## src/rtl/pc_sequencer_if.sv

```systemverilog
// Control, LUT-programming and status bundle between the decoder side and the program sequencer.
// Pure wiring, no latency or backpressure of its own.
interface pc_sequencer_if #(
  parameter int PC_W  = 12,
  parameter int LBL_W = 5,
  parameter int CNT_W = 16
);
  logic             start;
  logic             stall;
  logic             branch;
  logic             zero;
  logic             jump;
  logic             call;
  logic             ret;
  logic [LBL_W-1:0] label;
  logic [PC_W-1:0]  halt_pc;
  logic             lut_we;
  logic [LBL_W-1:0] lut_addr;
  logic [PC_W-1:0]  lut_wdata;
  logic [PC_W-1:0]  pc;
  logic             running;
  logic             done;
  logic             fault;
  logic [CNT_W-1:0] cycles;

  modport master (
    output start, stall, branch, zero, jump, call, ret, label, halt_pc,
           lut_we, lut_addr, lut_wdata,
    input  pc, running, done, fault, cycles
  );

  modport slave (
    input  start, stall, branch, zero, jump, call, ret, label, halt_pc,
           lut_we, lut_addr, lut_wdata,
    output pc, running, done, fault, cycles
  );
endinterface

```

## src/rtl/pc_sequencer.sv

```systemverilog
// Program sequencer: PC, next-PC resolution, label LUT, return stack, run control and cycle count.
// Latency: request sampled at an edge shows on pc after that edge; backpressure: stall holds pc and stack.
module pc_sequencer #(
  parameter int PC_W      = 12,
  parameter int LBL_W     = 5,
  parameter int RAS_DEPTH = 4,
  parameter int CNT_W     = 16
) (
  input  logic          clk,
  input  logic          reset,
  pc_sequencer_if.slave bus
);
  localparam int SP_W  = $clog2(RAS_DEPTH + 1);
  localparam int IDX_W = (RAS_DEPTH > 1) ? $clog2(RAS_DEPTH) : 1;
  localparam int LUT_N = 1 << LBL_W;
  localparam int RAS_N = 1 << IDX_W;
  localparam logic [SP_W-1:0]  SP_FULL = SP_W'(RAS_DEPTH);
  localparam logic [CNT_W-1:0] CNT_MAX = '1;

  typedef enum logic [1:0] {IDLE, RUN, DONE} state_t;

  state_t           state, state_nxt;
  logic [PC_W-1:0]  lut [LUT_N];
  logic [PC_W-1:0]  ras [RAS_N];
  logic [SP_W-1:0]  sp;
  logic [IDX_W-1:0] top_idx;
  logic [PC_W-1:0]  pc_q, pc_nxt, pc_inc, target, top;
  logic [CNT_W-1:0] cycles_q;
  logic             done_q, fault_q;
  logic             push, pop, restart, set_done, set_fault;

  assign pc_inc  = pc_q + PC_W'(1);
  assign target  = lut[bus.label];
  assign top_idx = IDX_W'(sp - SP_W'(1));
  assign top     = ras[top_idx];

  assign bus.pc      = pc_q;
  assign bus.running = (state == RUN);
  assign bus.done    = done_q;
  assign bus.fault   = fault_q;
  assign bus.cycles  = cycles_q;

  always_ff @(posedge clk) begin
    if (reset) state <= IDLE;
    else       state <= state_nxt;
  end

  // Halt detection outranks stall; ret > call > jump > taken branch > pc+1.
  always_comb begin
    state_nxt = state;
    pc_nxt    = pc_q;
    push      = 1'b0;
    pop       = 1'b0;
    restart   = 1'b0;
    set_done  = 1'b0;
    set_fault = 1'b0;
    case (state)
      IDLE: begin
        pc_nxt = '0;
        if (bus.start) begin
          state_nxt = RUN;
          restart   = 1'b1;
        end
      end
      RUN: begin
        if (pc_q == bus.halt_pc) begin
          state_nxt = DONE;
          set_done  = 1'b1;
        end else if (!bus.stall) begin
          if (bus.ret) begin
            if (sp == '0) begin
              state_nxt = DONE;
              set_fault = 1'b1;
            end else begin
              pop    = 1'b1;
              pc_nxt = top;
            end
          end else if (bus.call) begin
            if (sp == SP_FULL) begin
              state_nxt = DONE;
              set_fault = 1'b1;
            end else begin
              push   = 1'b1;
              pc_nxt = target;
            end
          end else if (bus.jump || (bus.branch && bus.zero)) begin
            pc_nxt = target;
          end else begin
            pc_nxt = pc_inc;
          end
        end
      end
      DONE: begin
        if (bus.start) begin
          state_nxt = RUN;
          restart   = 1'b1;
          pc_nxt    = '0;
        end
      end
      default: begin
        state_nxt = IDLE;
        pc_nxt    = '0;
      end
    endcase
  end

  always_ff @(posedge clk) begin
    if (reset) begin
      pc_q     <= '0;
      sp       <= '0;
      done_q   <= 1'b0;
      fault_q  <= 1'b0;
      cycles_q <= '0;
      for (int i = 0; i < LUT_N; i++) lut[i] <= '0;
    end else begin
      pc_q <= pc_nxt;
      if (restart) begin
        sp       <= '0;
        done_q   <= 1'b0;
        fault_q  <= 1'b0;
        cycles_q <= '0;
      end else begin
        if (push) begin
          ras[IDX_W'(sp)] <= pc_inc;
          sp              <= sp + SP_W'(1);
        end else if (pop) begin
          sp <= sp - SP_W'(1);
        end
        if (set_done)  done_q  <= 1'b1;
        if (set_fault) fault_q <= 1'b1;
        if (state == RUN && cycles_q != CNT_MAX) cycles_q <= cycles_q + CNT_W'(1);
      end
      // Write lands after this cycle's read, so a same-index read sees the old entry.
      if (bus.lut_we) lut[bus.lut_addr] <= bus.lut_wdata;
    end
  end
endmodule
```

## src/flat_wrapper.sv

```systemverilog
// flat-port wrapper written by rule: the top's interface ports become plain ports
module pc_sequencer_flat 
#(
  parameter int PC_W      = 12,
  parameter int LBL_W     = 5,
  parameter int RAS_DEPTH = 4,
  parameter int CNT_W     = 16
)
  (clk, reset, bus_start, bus_stall, bus_branch, bus_zero, bus_jump, bus_call, bus_ret, bus_label, bus_halt_pc, bus_lut_we, bus_lut_addr, bus_lut_wdata, bus_pc, bus_running, bus_done, bus_fault, bus_cycles);
  pc_sequencer_if #(.PC_W(PC_W), .LBL_W(LBL_W), .CNT_W(CNT_W)) bus_i ();
  input  logic clk;
  input  logic reset;
  input wire logic [$bits(bus_i.start)-1:0] bus_start;
  input wire logic [$bits(bus_i.stall)-1:0] bus_stall;
  input wire logic [$bits(bus_i.branch)-1:0] bus_branch;
  input wire logic [$bits(bus_i.zero)-1:0] bus_zero;
  input wire logic [$bits(bus_i.jump)-1:0] bus_jump;
  input wire logic [$bits(bus_i.call)-1:0] bus_call;
  input wire logic [$bits(bus_i.ret)-1:0] bus_ret;
  input wire logic [$bits(bus_i.label)-1:0] bus_label;
  input wire logic [$bits(bus_i.halt_pc)-1:0] bus_halt_pc;
  input wire logic [$bits(bus_i.lut_we)-1:0] bus_lut_we;
  input wire logic [$bits(bus_i.lut_addr)-1:0] bus_lut_addr;
  input wire logic [$bits(bus_i.lut_wdata)-1:0] bus_lut_wdata;
  output wire logic [$bits(bus_i.pc)-1:0] bus_pc;
  output wire logic [$bits(bus_i.running)-1:0] bus_running;
  output wire logic [$bits(bus_i.done)-1:0] bus_done;
  output wire logic [$bits(bus_i.fault)-1:0] bus_fault;
  output wire logic [$bits(bus_i.cycles)-1:0] bus_cycles;
  assign bus_i.start = bus_start;
  assign bus_i.stall = bus_stall;
  assign bus_i.branch = bus_branch;
  assign bus_i.zero = bus_zero;
  assign bus_i.jump = bus_jump;
  assign bus_i.call = bus_call;
  assign bus_i.ret = bus_ret;
  assign bus_i.label = bus_label;
  assign bus_i.halt_pc = bus_halt_pc;
  assign bus_i.lut_we = bus_lut_we;
  assign bus_i.lut_addr = bus_lut_addr;
  assign bus_i.lut_wdata = bus_lut_wdata;
  assign bus_pc = bus_i.pc;
  assign bus_running = bus_i.running;
  assign bus_done = bus_i.done;
  assign bus_fault = bus_i.fault;
  assign bus_cycles = bus_i.cycles;
  pc_sequencer #(.PC_W(PC_W), .LBL_W(LBL_W), .RAS_DEPTH(RAS_DEPTH), .CNT_W(CNT_W)) u_core (.clk(clk), .reset(reset), .bus(bus_i));
endmodule
```

## config.mk

```make
export PLATFORM = sky130hd
export DESIGN_NAME = pc_sequencer_flat
export DESIGN_NICKNAME = d
export VERILOG_FILES = /design/src/rtl/pc_sequencer_if.sv /design/src/rtl/pc_sequencer.sv /design/src/flat_wrapper.sv
export SDC_FILE = /design/constraint.sdc
export NUM_CORES = 1
export LEC_CHECK = 0
export BUFFER_PORTS_ARGS = -buffer_cell sky130_fd_sc_hd__buf_2
export CAP_MARGIN = 20
export CORE_MARGIN = 2
export CORE_UTILIZATION = 65
export CTS_BUF_LIST = sky130_fd_sc_hd__clkbuf_8
export CTS_CLUSTER_SIZE = 12
export DETAILED_ROUTE_END_ITERATION = 10
export PLACE_DENSITY = 0.92
export SYNTH_ARGS = -nofsm -noshare
export SYNTH_HDL_FRONTEND = slang
export SYNTH_SLANG_ARGS = --single-unit
export TNS_END_PERCENT = 30
```

## constraint.sdc

```tcl
create_clock -name clk -period 8.2 [get_ports clk]
set_input_delay 0.41 -clock clk [delete_from_list [all_inputs] [get_ports clk]]
set_output_delay 0.41 -clock clk [all_outputs]
set_load 0.02 [all_outputs]
```

==> results.md <==
* Status: finished clean
* Gr ovfl total at 0
* Non-filler cells, final at 2086
* Endpoint class of the critical path: register
* I/O pins at 75
* Peak Freq at 333 MHz
* Clock sinks at 467
* DIE WIDTH at 187 um
* Routed wire length at 51200 um
* GPL Wtd Cong at 0.894
* Clock Skew at 0.0211 ns
* Net switching power at 1.19 mW
* Fin. max-slew vios at 0
* Top-area cell type share of the netlist area at 0.597
* Post-synth top flop: edfxtp_1
* Met3 Use GR at 0.0659
* Pre-CTS setup slack at 4.97 ns
* Synth cell types at 56
* Post-DRT Antenna Nets at 0
* Placed inst area at 22300 sq um
* Core Area at 32700 sq um
* Setup violations, final at 0
* Reg clk slew, reported paths at 0.06 ns
* Number of iterations in the first detailed-routing pass at 7
* Largest net degree at the start of global routing at 66
* Dpl cells at 1955
* Vias in the first global route at 13500
* Footprint of the multi-input gates at 7400 sq um
* Max Cap Violations at 0
* Vias/cell at 6.44
* Synthesized flop and latch total at 467
* Vias post-DR at 13400
* Clock Tree Root: clkbuf_8
* Clk pwr share at 0.358
* CP startpoint kind: register
* FFs w/ async S/R, synth at 0
* Crit path kind: register to register
* Flop pwr share at 0.562
* WP data arrival at 3.22 ns
* Most frequent cells in the layout: 432 x edfxtp_1, 389 x and2_1, 81 x mux4_2, 77 x nor2_1, 75 x clkbuf_8
* Drt drc at 0
* Register area at 13700 sq um
* Maximum clock path buffer count at 3
* RSZ-0062 raised after global routing: false
* Post-layout util at 0.722
* Buffers on Ports at 74
* Average size of a mapped cell at 14.2 sq um
* Syn Inst Count at 1529
* Final Instance Area at 23600 sq um
* Max IR drop VDD at 0.145 mV
* Initial antenna violation count at 5
* Post-synthesis cell area at 21700 sq um
* TNS Setup at 0 ns
* Hold_buf cts at 0
* Final hold violation count at 0
* Min Tclk post-route at 3.00 ns
* Most Crowded Layer GR: met2
* Met1 usage at 0.383
* TritonCTS clock tree: done
* Filler Cell Count at 1951
* Share of cells above drive strength 1 at 0.184
* Post_cts resized at 0
* Nets at 1640
* Num CTS Buffers at 73
* Worst skew pair latency at 0.61 ns
* Yosys Warn Count at 0
* Crit-path max FO at 16
* Slew of the pin with the lowest slew margin at 1.21 ns
* Height of the die at 187 um
* Worst min path class: input port to register
* Synth area leader: edfxtp_1
* Area contributors post-synth: edfxtp_1 60%, and2_1 11%, mux4_2 8.4%
* Worst Setup Slack, final at 5.20 ns
* P per Cell Area at 207 nW/um^2
* Switching share of power at 0.243
* Sequential element share of the synthesized area at 0.629
* DP HPWL at 31700 um
* H-Tree Depth at 3
* Total GRT Usage at 0.294
* Critical Path RT at 8.42 ns
* Rel. slew slack at 0.183
* WL/cell at 24.5 um
* Syn Nets at 1580
* Initial DRC count at 1926
* Commonest non-fill, non-tap cell in the layout: edfxtp_1
* Power share of the combinational group at 0.080
* Die area at 34900 sq um
* Std cell rows at 66
* Tcrit/Tclk final at 0.366
* Lkg Pwr at 8.43 nW
* First-pass GRT wire length at 77300 um
* EDFF count, synth at 432
* Area grow syn2layout at 8.64%
* Initial Util at 0.664
* Internal power at 3.70 mW
* GR Util met2 at 0.481
* Postcts setup bufs at 0
cells by family (layout without fill, tap and decap cells):
kind of cell / count (synthesis) / count (layout) / synth area share
other: 0 / 2 / 0
muxes: 158 / 158 / 0.122
DFF: 467 / 467 / 0.629
AOI/OAI and AO/OA: 145 / 145 / 0.0445
and+or+nand+nor: 576 / 576 / 0.154
adders and majority gates: 7 / 7 / 0.00403
xor gates and xnor gates: 38 / 38 / 0.0153
buffers and inverters: 138 / 251 / 0.0303
worst paths after layout:
check | slack (ns) | endpoint | cells past startpoint | from
setup / recovery | 5.20 | u_core.ras[1][8] | 6 | u_core.sp[0]
hold / removal | 0.15 | u_core.state[1] | 2 | reset
setup reg to reg | 5.20 | u_core.ras[1][8] | 6 | u_core.sp[0]
hold reg to reg | 0.48 | u_core.bus.done | 2 | u_core.bus.done
metrics by stage:
step | hold WS, ns | total power, mW
CTS | 0.126 | 4.89
global placement | 0.450 | 3.16
detailed placement | 0.462 | 3.18
floorplan | 0.482 | 3.04
global route | 0.162 | 5.02
finish | 0.154 | 4.90
cells in the mapped netlist (14+ instances only):
master	number
edfxtp_1	432
and2_1	389
clkbuf_1	96
mux4_2	81
nor2_1	77
mux2i_1	66
o21ai_0	54
dfxtp_1	35
nand3_1	26
a22oi_1	25
nand2_1	25
xnor2_1	25
nand2b_1	20
o211ai_1	14
worst max-delay path: stages, from the launching register on:
cell and delay (ns):
dfxtp_1 0.95, inv_1 0.22, ha_1 0.33, a21oi_1 0.16, nand2_1 0.09, nor3_1 0.25
and2_1 0.62
state kept, by name (all words and copies together), names as in the netlist:
register           count
u_core.bus.cycles     16
u_core.bus.done        1
u_core.bus.fault       1
u_core.bus.pc         12
u_core.lut           384
u_core.ras            48
u_core.sp              3
u_core.state           2
area by class of cell:
class / instances / share of cell area
flip-flops and latches: 467 / 0.579
multi-input cells: 924 / 0.314
clock buffers: 75 / 0.0437
repair buffers: 114 / 0.0287
well taps: 442 / 0.0234
clock inverters: 53 / 0.00975
inverters: 9 / 0.00143
diodes: 2 / 0.000212
layer usage:
layer | share of wire | wire length, um
met5 | 0.00070 | 36
met4 | 0.038 | 1950
met3 | 0.11 | 5820
met2 | 0.49 | 25100
met1 | 0.36 | 18300
power by group through the flow:
stage / logic, mW / clock network [mW] / registers [mW]
2_1_floorplan: 0.252 / 0 / 2.78
3_3_place_gp: 0.368 / 0 / 2.79
3_5_place_dp: 0.380 / 0 / 2.80
4_1_cts: 0.384 / 1.75 / 2.75
5_1_grt: 0.408 / 1.86 / 2.76
6_report: 0.392 / 1.75 / 2.75
Power figures use the tool's default switching activity.
